File: src/rtl/penguen_pkg.sv
// Shared definitions for the penguin race: controller states and default widths.
package penguen_pkg;

   localparam int DEF_BALIK_W = 3;
   localparam int DEF_HEDEF_W = 6;
   localparam int DEF_SURE_W  = 7;

   typedef enum logic [2:0] {
      BOS,
      YARIS,
      TARA,
      BOL,
      SONUC
   } durum_t;

endpackage

File: src/rtl/penguen_kanal.sv
// One penguin channel: fish accumulator, finish timer, finish and timeout detect.
module penguen_kanal
   import penguen_pkg::*;
#(
   parameter int BALIK_W = DEF_BALIK_W,
   parameter int HEDEF_W = DEF_HEDEF_W,
   parameter int SURE_W  = DEF_SURE_W
) (
   input  logic               saat,
   input  logic               reset,
   input  logic               temizle,
   input  logic               aktif,
   input  logic [HEDEF_W-1:0] hedef,
   input  logic [BALIK_W-1:0] balik,
   output logic               bitiyor,
   output logic               bitti,
   output logic               zaman_asimi,
   output logic [SURE_W-1:0]  sure
);

   logic [HEDEF_W-1:0] acc_q, acc_d;
   logic [SURE_W-1:0]  sure_q, sure_d;
   logic               done_q, done_d;
   logic               asim_q, asim_d;
   logic [HEDEF_W:0]   toplam;

   // Next channel state: clear on start, otherwise count while racing and unfinished.
   // NOTE: every _d gets a default first so no path leaves it unassigned (no latch).
   always_comb begin
      acc_d  = acc_q;
      sure_d = sure_q;
      done_d = done_q;
      asim_d = asim_q;
      toplam = {1'b0, acc_q} + (HEDEF_W+1)'(balik);
      if (temizle) begin
         acc_d  = '0;
         sure_d = '0;
         done_d = 1'b0;
         asim_d = 1'b0;
      end else if (aktif && !done_q) begin
         acc_d  = toplam[HEDEF_W] ? '1 : toplam[HEDEF_W-1:0];
         sure_d = sure_q + SURE_W'(1);
         if (toplam >= {1'b0, hedef}) begin
            done_d = 1'b1;
         end else if (&sure_d) begin
            // Timer hit its ceiling without reaching the target: forced finish.
            done_d = 1'b1;
            asim_d = 1'b1;
         end
      end
   end

   // Channel state registers.
   // NOTE: sequential state uses non-blocking assignments so all flops update together.
   always_ff @(posedge saat or negedge reset) begin
      if (!reset) begin
         acc_q  <= '0;
         sure_q <= '0;
         done_q <= 1'b0;
         asim_q <= 1'b0;
      end else begin
         acc_q  <= acc_d;
         sure_q <= sure_d;
         done_q <= done_d;
         asim_q <= asim_d;
      end
   end

   // bitiyor is the finish flag as it will be after this edge, so the
   // controller can leave the race in the same cycle the last penguin finishes.
   assign bitiyor     = done_d;
   assign bitti       = done_q;
   assign zaman_asimi = asim_q;
   assign sure        = sure_q;

endmodule

File: src/rtl/penguen_yarisi.sv
// Penguin race: N fish-catching channels, then a shared min/max/sum scan and a
// serial restoring divider producing the mean finish time.
module penguen_yarisi
   import penguen_pkg::*;
#(
   parameter int  N_PENGUEN = 5,
   parameter int  BALIK_W   = DEF_BALIK_W,
   parameter int  HEDEF_W   = DEF_HEDEF_W,
   parameter int  SURE_W    = DEF_SURE_W,
   localparam int IDX_W     = $clog2(N_PENGUEN + 1),
   localparam int TOPLAM_W  = SURE_W + $clog2(N_PENGUEN)
) (
   input  logic                         saat,
   input  logic                         reset,
   input  logic                         basla,
   input  logic [HEDEF_W-1:0]           hedef,
   input  logic [N_PENGUEN*BALIK_W-1:0] avlanan_balik,
   output logic                         mesgul,
   output logic                         bitti,
   output logic [SURE_W-1:0]            en_kisa,
   output logic [SURE_W-1:0]            en_uzun,
   output logic [SURE_W-1:0]            ortalama,
   output logic [IDX_W-1:0]             hizli_penguen,
   output logic [IDX_W-1:0]             yavas_penguen,
   output logic                         zaman_asimi,
   output logic [N_PENGUEN-1:0]         bitiren_maske
);

   localparam int SEL_W = $clog2(N_PENGUEN);
   localparam int CNT_W = $clog2(TOPLAM_W + N_PENGUEN + 1);

   durum_t              durum_q, durum_d;
   logic [HEDEF_W-1:0]  hedef_q, hedef_d;
   logic [CNT_W-1:0]    sayac_q, sayac_d;
   logic [SURE_W-1:0]   min_q, min_d, max_q, max_d;
   logic [IDX_W-1:0]    hizli_q, hizli_d, yavas_q, yavas_d;
   logic [TOPLAM_W-1:0] toplam_q, toplam_d;   // scan sum, then divider shift register
   logic [IDX_W-1:0]    kalan_q, kalan_d;     // divider partial remainder
   logic [IDX_W:0]      kalan_kay;
   logic                temizle, aktif;

   logic [N_PENGUEN-1:0] bitiyor, bitti_v, asim_v;
   logic [SURE_W-1:0]    sure_v [N_PENGUEN];
   logic [SURE_W-1:0]    tarama;

   for (genvar g = 0; g < N_PENGUEN; g++) begin : g_kanal
      penguen_kanal #(
         .BALIK_W (BALIK_W),
         .HEDEF_W (HEDEF_W),
         .SURE_W  (SURE_W)
      ) u_kanal (
         .saat        (saat),
         .reset       (reset),
         .temizle     (temizle),
         .aktif       (aktif),
         .hedef       (hedef_q),
         .balik       (avlanan_balik[g*BALIK_W +: BALIK_W]),
         .bitiyor     (bitiyor[g]),
         .bitti       (bitti_v[g]),
         .zaman_asimi (asim_v[g]),
         .sure        (sure_v[g])
      );
   end

   // The single shared scan port: one channel time per TARA cycle.
   assign tarama    = sure_v[sayac_q[SEL_W-1:0]];
   assign kalan_kay = {kalan_q, toplam_q[TOPLAM_W-1]};

   // Controller next-state and datapath updates.
   always_comb begin
      durum_d  = durum_q;
      hedef_d  = hedef_q;
      sayac_d  = sayac_q;
      min_d    = min_q;
      max_d    = max_q;
      hizli_d  = hizli_q;
      yavas_d  = yavas_q;
      toplam_d = toplam_q;
      kalan_d  = kalan_q;
      temizle  = 1'b0;
      aktif    = 1'b0;
      case (durum_q)
         BOS, SONUC: begin
            if (basla) begin
               temizle  = 1'b1;
               hedef_d  = hedef;
               sayac_d  = '0;
               min_d    = '0;
               max_d    = '0;
               hizli_d  = '0;
               yavas_d  = '0;
               toplam_d = '0;
               kalan_d  = '0;
               durum_d  = YARIS;
            end
         end
         YARIS: begin
            aktif = 1'b1;
            if (&bitiyor) begin
               sayac_d = '0;
               durum_d = TARA;
            end
         end
         TARA: begin
            // Strict compares keep the lowest index on ties; the first visit seeds both.
            if (sayac_q == '0 || tarama < min_q) begin
               min_d   = tarama;
               hizli_d = IDX_W'(sayac_q) + IDX_W'(1);
            end
            if (sayac_q == '0 || tarama > max_q) begin
               max_d   = tarama;
               yavas_d = IDX_W'(sayac_q) + IDX_W'(1);
            end
            toplam_d = toplam_q + TOPLAM_W'(tarama);
            if (sayac_q == CNT_W'(N_PENGUEN - 1)) begin
               sayac_d = '0;
               durum_d = BOL;
            end else begin
               sayac_d = sayac_q + CNT_W'(1);
            end
         end
         BOL: begin
            // Restoring division: quotient bits shift in where dividend bits leave.
            if (kalan_kay >= (IDX_W+1)'(N_PENGUEN)) begin
               kalan_d  = IDX_W'(kalan_kay - (IDX_W+1)'(N_PENGUEN));
               toplam_d = {toplam_q[TOPLAM_W-2:0], 1'b1};
            end else begin
               kalan_d  = kalan_kay[IDX_W-1:0];
               toplam_d = {toplam_q[TOPLAM_W-2:0], 1'b0};
            end
            if (sayac_q == CNT_W'(TOPLAM_W - 1)) begin
               sayac_d = '0;
               durum_d = SONUC;
            end else begin
               sayac_d = sayac_q + CNT_W'(1);
            end
         end
         default: durum_d = BOS;
      endcase
   end

   // Controller and shared datapath registers.
   always_ff @(posedge saat or negedge reset) begin
      if (!reset) begin
         durum_q  <= BOS;
         hedef_q  <= '0;
         sayac_q  <= '0;
         min_q    <= '0;
         max_q    <= '0;
         hizli_q  <= '0;
         yavas_q  <= '0;
         toplam_q <= '0;
         kalan_q  <= '0;
      end else begin
         durum_q  <= durum_d;
         hedef_q  <= hedef_d;
         sayac_q  <= sayac_d;
         min_q    <= min_d;
         max_q    <= max_d;
         hizli_q  <= hizli_d;
         yavas_q  <= yavas_d;
         toplam_q <= toplam_d;
         kalan_q  <= kalan_d;
      end
   end

   // Results are only presented in SONUC; elsewhere they read as zero.
   assign mesgul        = (durum_q == YARIS) || (durum_q == TARA) || (durum_q == BOL);
   assign bitti         = (durum_q == SONUC);
   assign en_kisa       = bitti ? min_q : '0;
   assign en_uzun       = bitti ? max_q : '0;
   assign ortalama      = bitti ? toplam_q[SURE_W-1:0] : '0;
   assign hizli_penguen = bitti ? hizli_q : '0;
   assign yavas_penguen = bitti ? yavas_q : '0;
   assign zaman_asimi   = bitti & (|asim_v);
   assign bitiren_maske = bitti_v;

endmodule

File: config.mk
export PLATFORM = sky130hd
export DESIGN_NAME = penguen_yarisi
export DESIGN_NICKNAME = d
export VERILOG_FILES = /design/src/rtl/penguen_pkg.sv /design/src/rtl/penguen_kanal.sv /design/src/rtl/penguen_yarisi.sv
export SDC_FILE = /design/constraint.sdc
export NUM_CORES = 1
export LEC_CHECK = 0
export ABC_CLOCK_PERIOD_IN_PS = 4300
export CORE_MARGIN = 4
export CORE_UTILIZATION = 60
export DETAILED_ROUTE_END_ITERATION = 10
export GPL_ROUTABILITY_DRIVEN = 0
export PLACE_DENSITY = 0.83
export SETUP_SLACK_MARGIN = 0.05
export SLEW_MARGIN = 25
export SYNTH_ARGS = -nofsm -noshare
export SYNTH_HDL_FRONTEND = slang
export SYNTH_SLANG_ARGS = --single-unit
File: constraint.sdc
create_clock -name saat -period 4.3 [get_ports saat]
set_clock_uncertainty 0.15 [all_clocks]
set_input_delay 0.43 -clock saat [delete_from_list [all_inputs] [get_ports saat]]
set_output_delay 0.43 -clock saat [all_outputs]
set_load 0.005 [all_outputs]
==> summary.md <==
| Metric | Value |
|---|---|
| Status | `finished with violations` |
| VDD IR max | `about 0.00039 V` |
| Pwr Total | `6.57 mW` |
| Crit-path max cell delay | `0.50 ns` |
| Worst slew pin tran | `~0.9 ns` |
| Die width | `approximately 130 µm` |
| Critical path class | `reg2reg` |
| DP Wirelength | `between 10000 and 15000 µm` |
| H-tree depth | `4` |
| Crit share post-route | `0.915` |
| Placed Cells | `1147` |
| Worst R2R Start | `sayac_q[2]$_DFFE_PN0P_` |
| Worst path cell trace | `nor2b_1, a21oi_1, o22ai_1, ha_1, nor2b_1, o21a_1, o21a_1, o21a_1, o21a_1, o31ai_1, a21oi_1, mux2_1` |
| Initial Util | `0.622` |
| Synth Register Bits | `121` |
| Syn Inst Count | `952` |
| DRC | `0` |
| Fillers | `~1000` |
| Async SR Flop Fraction | `1.00` |
| I/O Buffers | `between 50 and 60` |
| Post-synthesis average cell area | `8.76 µm²` |
| Worst Hold Class | `in2async` |
| Initial DRC Count | `between 500 and 600` |
| Post-synthesis cell type count | `64` |
| Cell row count | `42` |
| Max-Cap Viols | `0` |
| Most frequent cell after synthesis | `dfrtp_1` |
| M3 GR Usage | `0.0436` |
| First-pass DRT Iterations | `5` |
| Inserted Diodes | `0` |
| WL/cell | `~17 µm` |
| Worst setup EP type | `flip-flop` |
| Vias | `around 7000` |
| Min setup slack post-route | `roughly 0.37 ns` |
| Hold Fails Final Rpt | `21` |
| R2R Path End | `yavas_q[1]$_DFFE_PN0P_` |
| Combinational Power Share | `0.495` |
| Vias per cell | `approximately 6.1` |
| Ports | `between 50 and 60` |
| Total die area | `15800 µm²` |
| Hold buffers post-CTS | `0` |
| CTS Buffer Depth | `2` |
| Int Power | `~3.7 mW` |
| # Post-CTS Setup Buffers | `0` |
| Post-synth top flop | `dfrtp_1` |
| Routing usage on met1 | `0.341` |
| Initial antenna violation count | `0` |
| Total congestion overflow | `0` |
| CP arrival | `slightly above 4 ns` |
| Failing checks | `hold timing` |
| Largest fanout on the critical path | `11` |
| CTS tree | `built` |
| Synth top area cells | `dfrtp_1, ha_1, o21ai_0` |
| Post-DRT Antenna Nets | `0` |
| Clk sinks | `between 100 and 150` |
| Post-Layout Cell Count | `~1200` |
| Psw | `about 2.9 mW` |
| Area leader, netlist | `dfrtp_1` |
| CTS resizes | `0` |
| Clk_lat worst skew | `between 0.4 and 0.5 ns` |
| Gr busiest metal | `met2` |
| Netlist Area Pre-Place | `~8300 µm²` |
| Top cell type's share of synthesized area | `0.363` |
| RSZ-0062 raised after global routing | `no` |
| Vias in the first global route | `approximately 6900` |
| M2 GR Usage | `0.423` |
| Switch share | `0.437` |
| Num CTS Buffers | `17` |
| Fmax | `~0.25 GHz` |
| Nets | `1100` |
| Synth Warn # | `0` |
| # setup viols final | `0` |
| Net count after synthesis | `~1100` |
| CP max-delay cell | `dfrtp_1` |
| Reg clk slew, reported paths | `~0.060 ns` |
| Crit path time final | `between 3 and 4 ns` |
| Cell with the most instances on the worst path | `o21a_1` |
| Clk network pwr share | `0.221` |
| Number of enable flip-flop cells after synthesis | `0` |
| Pin count of the biggest net entering global routing | `slightly above 70` |
| Hold_ws | `-0.0216 ns` |
| Setup WS pre-CTS | `around 0.24 ns` |
| GRT Util Overall | `0.256` |
| Setup tns final | `0 ns` |
| FF-to-FF setup slack | `~0.37 ns` |
| Sequential share of the synthesized area | `0.363` |
| Die Ht | `approximately 130 µm` |
| Worst reg-to-reg path cell count | `12` |
| Root Driver | `clkbuf_16` |
| Startpoint Class | `flip-flop` |
| Share of cells above drive strength 1 | `0.0508` |
| Slew HR | `0.416` |
| Worst Setup SP | `sayac_q[2]$_DFFE_PN0P_` |
| Core Area | `~13000 µm²` |
| Synth cell count leaders | `dfrtp_1, nor2_1, ha_1, o21ai_0, a21oi_1` |
| First-pass GRT wire length | `33200 µm` |
| Synthesis-to-finish area growth | `15.1%` |
| WL final | `~20000 µm` |
| Final max-slew violation count | `0` |
| Flop pwr share | `0.284` |
| Power per cell area | `685 nW/µm²` |
| Leakage | `around 4.5 nW` |
| Worst endpoint required time | `4.45 ns` |
how the worst max path moves through the flow:
stage                             end  slack, ns  cells after the start
6_report       yavas_q[1]$_DFFE_PN0P_       0.37                     12
5_1_grt        yavas_q[1]$_DFFE_PN0P_       0.23                     12
4_1_cts        yavas_q[1]$_DFFE_PN0P_       0.42                     12
3_5_place_dp   sayac_q[0]$_DFFE_PN0P_       0.24                     15
3_3_place_gp   sayac_q[0]$_DFFE_PN0P_       0.38                     15
2_1_floorplan  yavas_q[0]$_DFFE_PN0P_       0.64                     15
state kept, by name, summed over array words and instances (netlist names):
signal and count:
sayac_q 4, hedef_q 6, g_kanal.u_kanal.bitti 5, hizli_q 3
g_kanal.u_kanal.zaman_asimi 5, g_kanal.u_kanal.sure 35, kalan_q 3, toplam_q 10
max_q 7, g_kanal.u_kanal.acc_q 30, yavas_q 3, durum_q 3
min_q 7
layer usage:
metal | share of wire | vias to the layer above
met5 | 0 | -
met4 | 0.020 | 0
met3 | 0.055 | 35
met2 | 0.49 | 256
met1 | 0.44 | 3430
li1 | - | 3444
cell type report:
cell class              instances  area, µm²  share of cell area
clock buffers                  24        482              0.0502
inverters                      59        221              0.0231
flip-flops and latches        121       3030               0.316
clock inverters                 8        118              0.0123
multi-input cells             723       4870               0.508
well taps                     176        220              0.0230
repair buffers                 68        653              0.0681
per-stage QoR:
step | cell area (µm²) | util
4_1_cts | 9590 | 0.716
2_1_floorplan | 8340 | -
3_3_place_gp | 8990 | 0.671
5_1_grt | 9590 | 0.716
6_report | 9590 | 0.716
3_5_place_dp | 8990 | 0.671
worst max-delay path, delay by kind of cell, from the launching register on:
family | cells | cell delay, ns
AND/OR/NAND/NOR | 2 | 0.50
AO/OA/AOI/OAI | 8 | 1.91
multiplexers | 1 | 0.40
adder cells (fa/ha/maj) | 1 | 0.34
flip-flops | 1 | 0.50
cell usage in the layout, fill, tap and decap left out, types with 16 or more instances in the layout:
cell	Yosys	final
mux2i_1	27	27
dfrtp_1	121	121
xnor2_1	28	28
o21ai_0	72	72
xor2_1	16	16
a21oi_1	67	67
a21o_1	16	16
and3_1	35	35
clkdlybuf4s50_1	0	57
nor2_1	93	93
nand3_1	47	47
inv_1	58	58
ha_1	80	80
clkbuf_16	0	17
nor3_1	22	22
nand2_1	65	65
power groups by stage:
stage	Combinational (mW)	Sequential (mW)	Clock, mW
CTS	3.24	1.85	1.47
finish	3.25	1.86	1.45
global placement	3.03	1.85	0
detailed placement	3.19	1.86	0
global route	3.67	1.91	1.52
floorplan	2.53	1.67	0
logic make-up after synthesis:
| kind of cell | synth area share |
|---|---|
| flip-flops | 0.363 |
| AO/OA/AOI/OAI | 0.175 |
| buffers and inverters | 0.0525 |
| multiplexers | 0.0450 |
| adder cells (fa/ha/maj) | 0.134 |
| XOR/XNOR | 0.0462 |
| AND/OR/NAND/NOR | 0.183 |
Note: power is estimated with default switching activity, not from simulation.
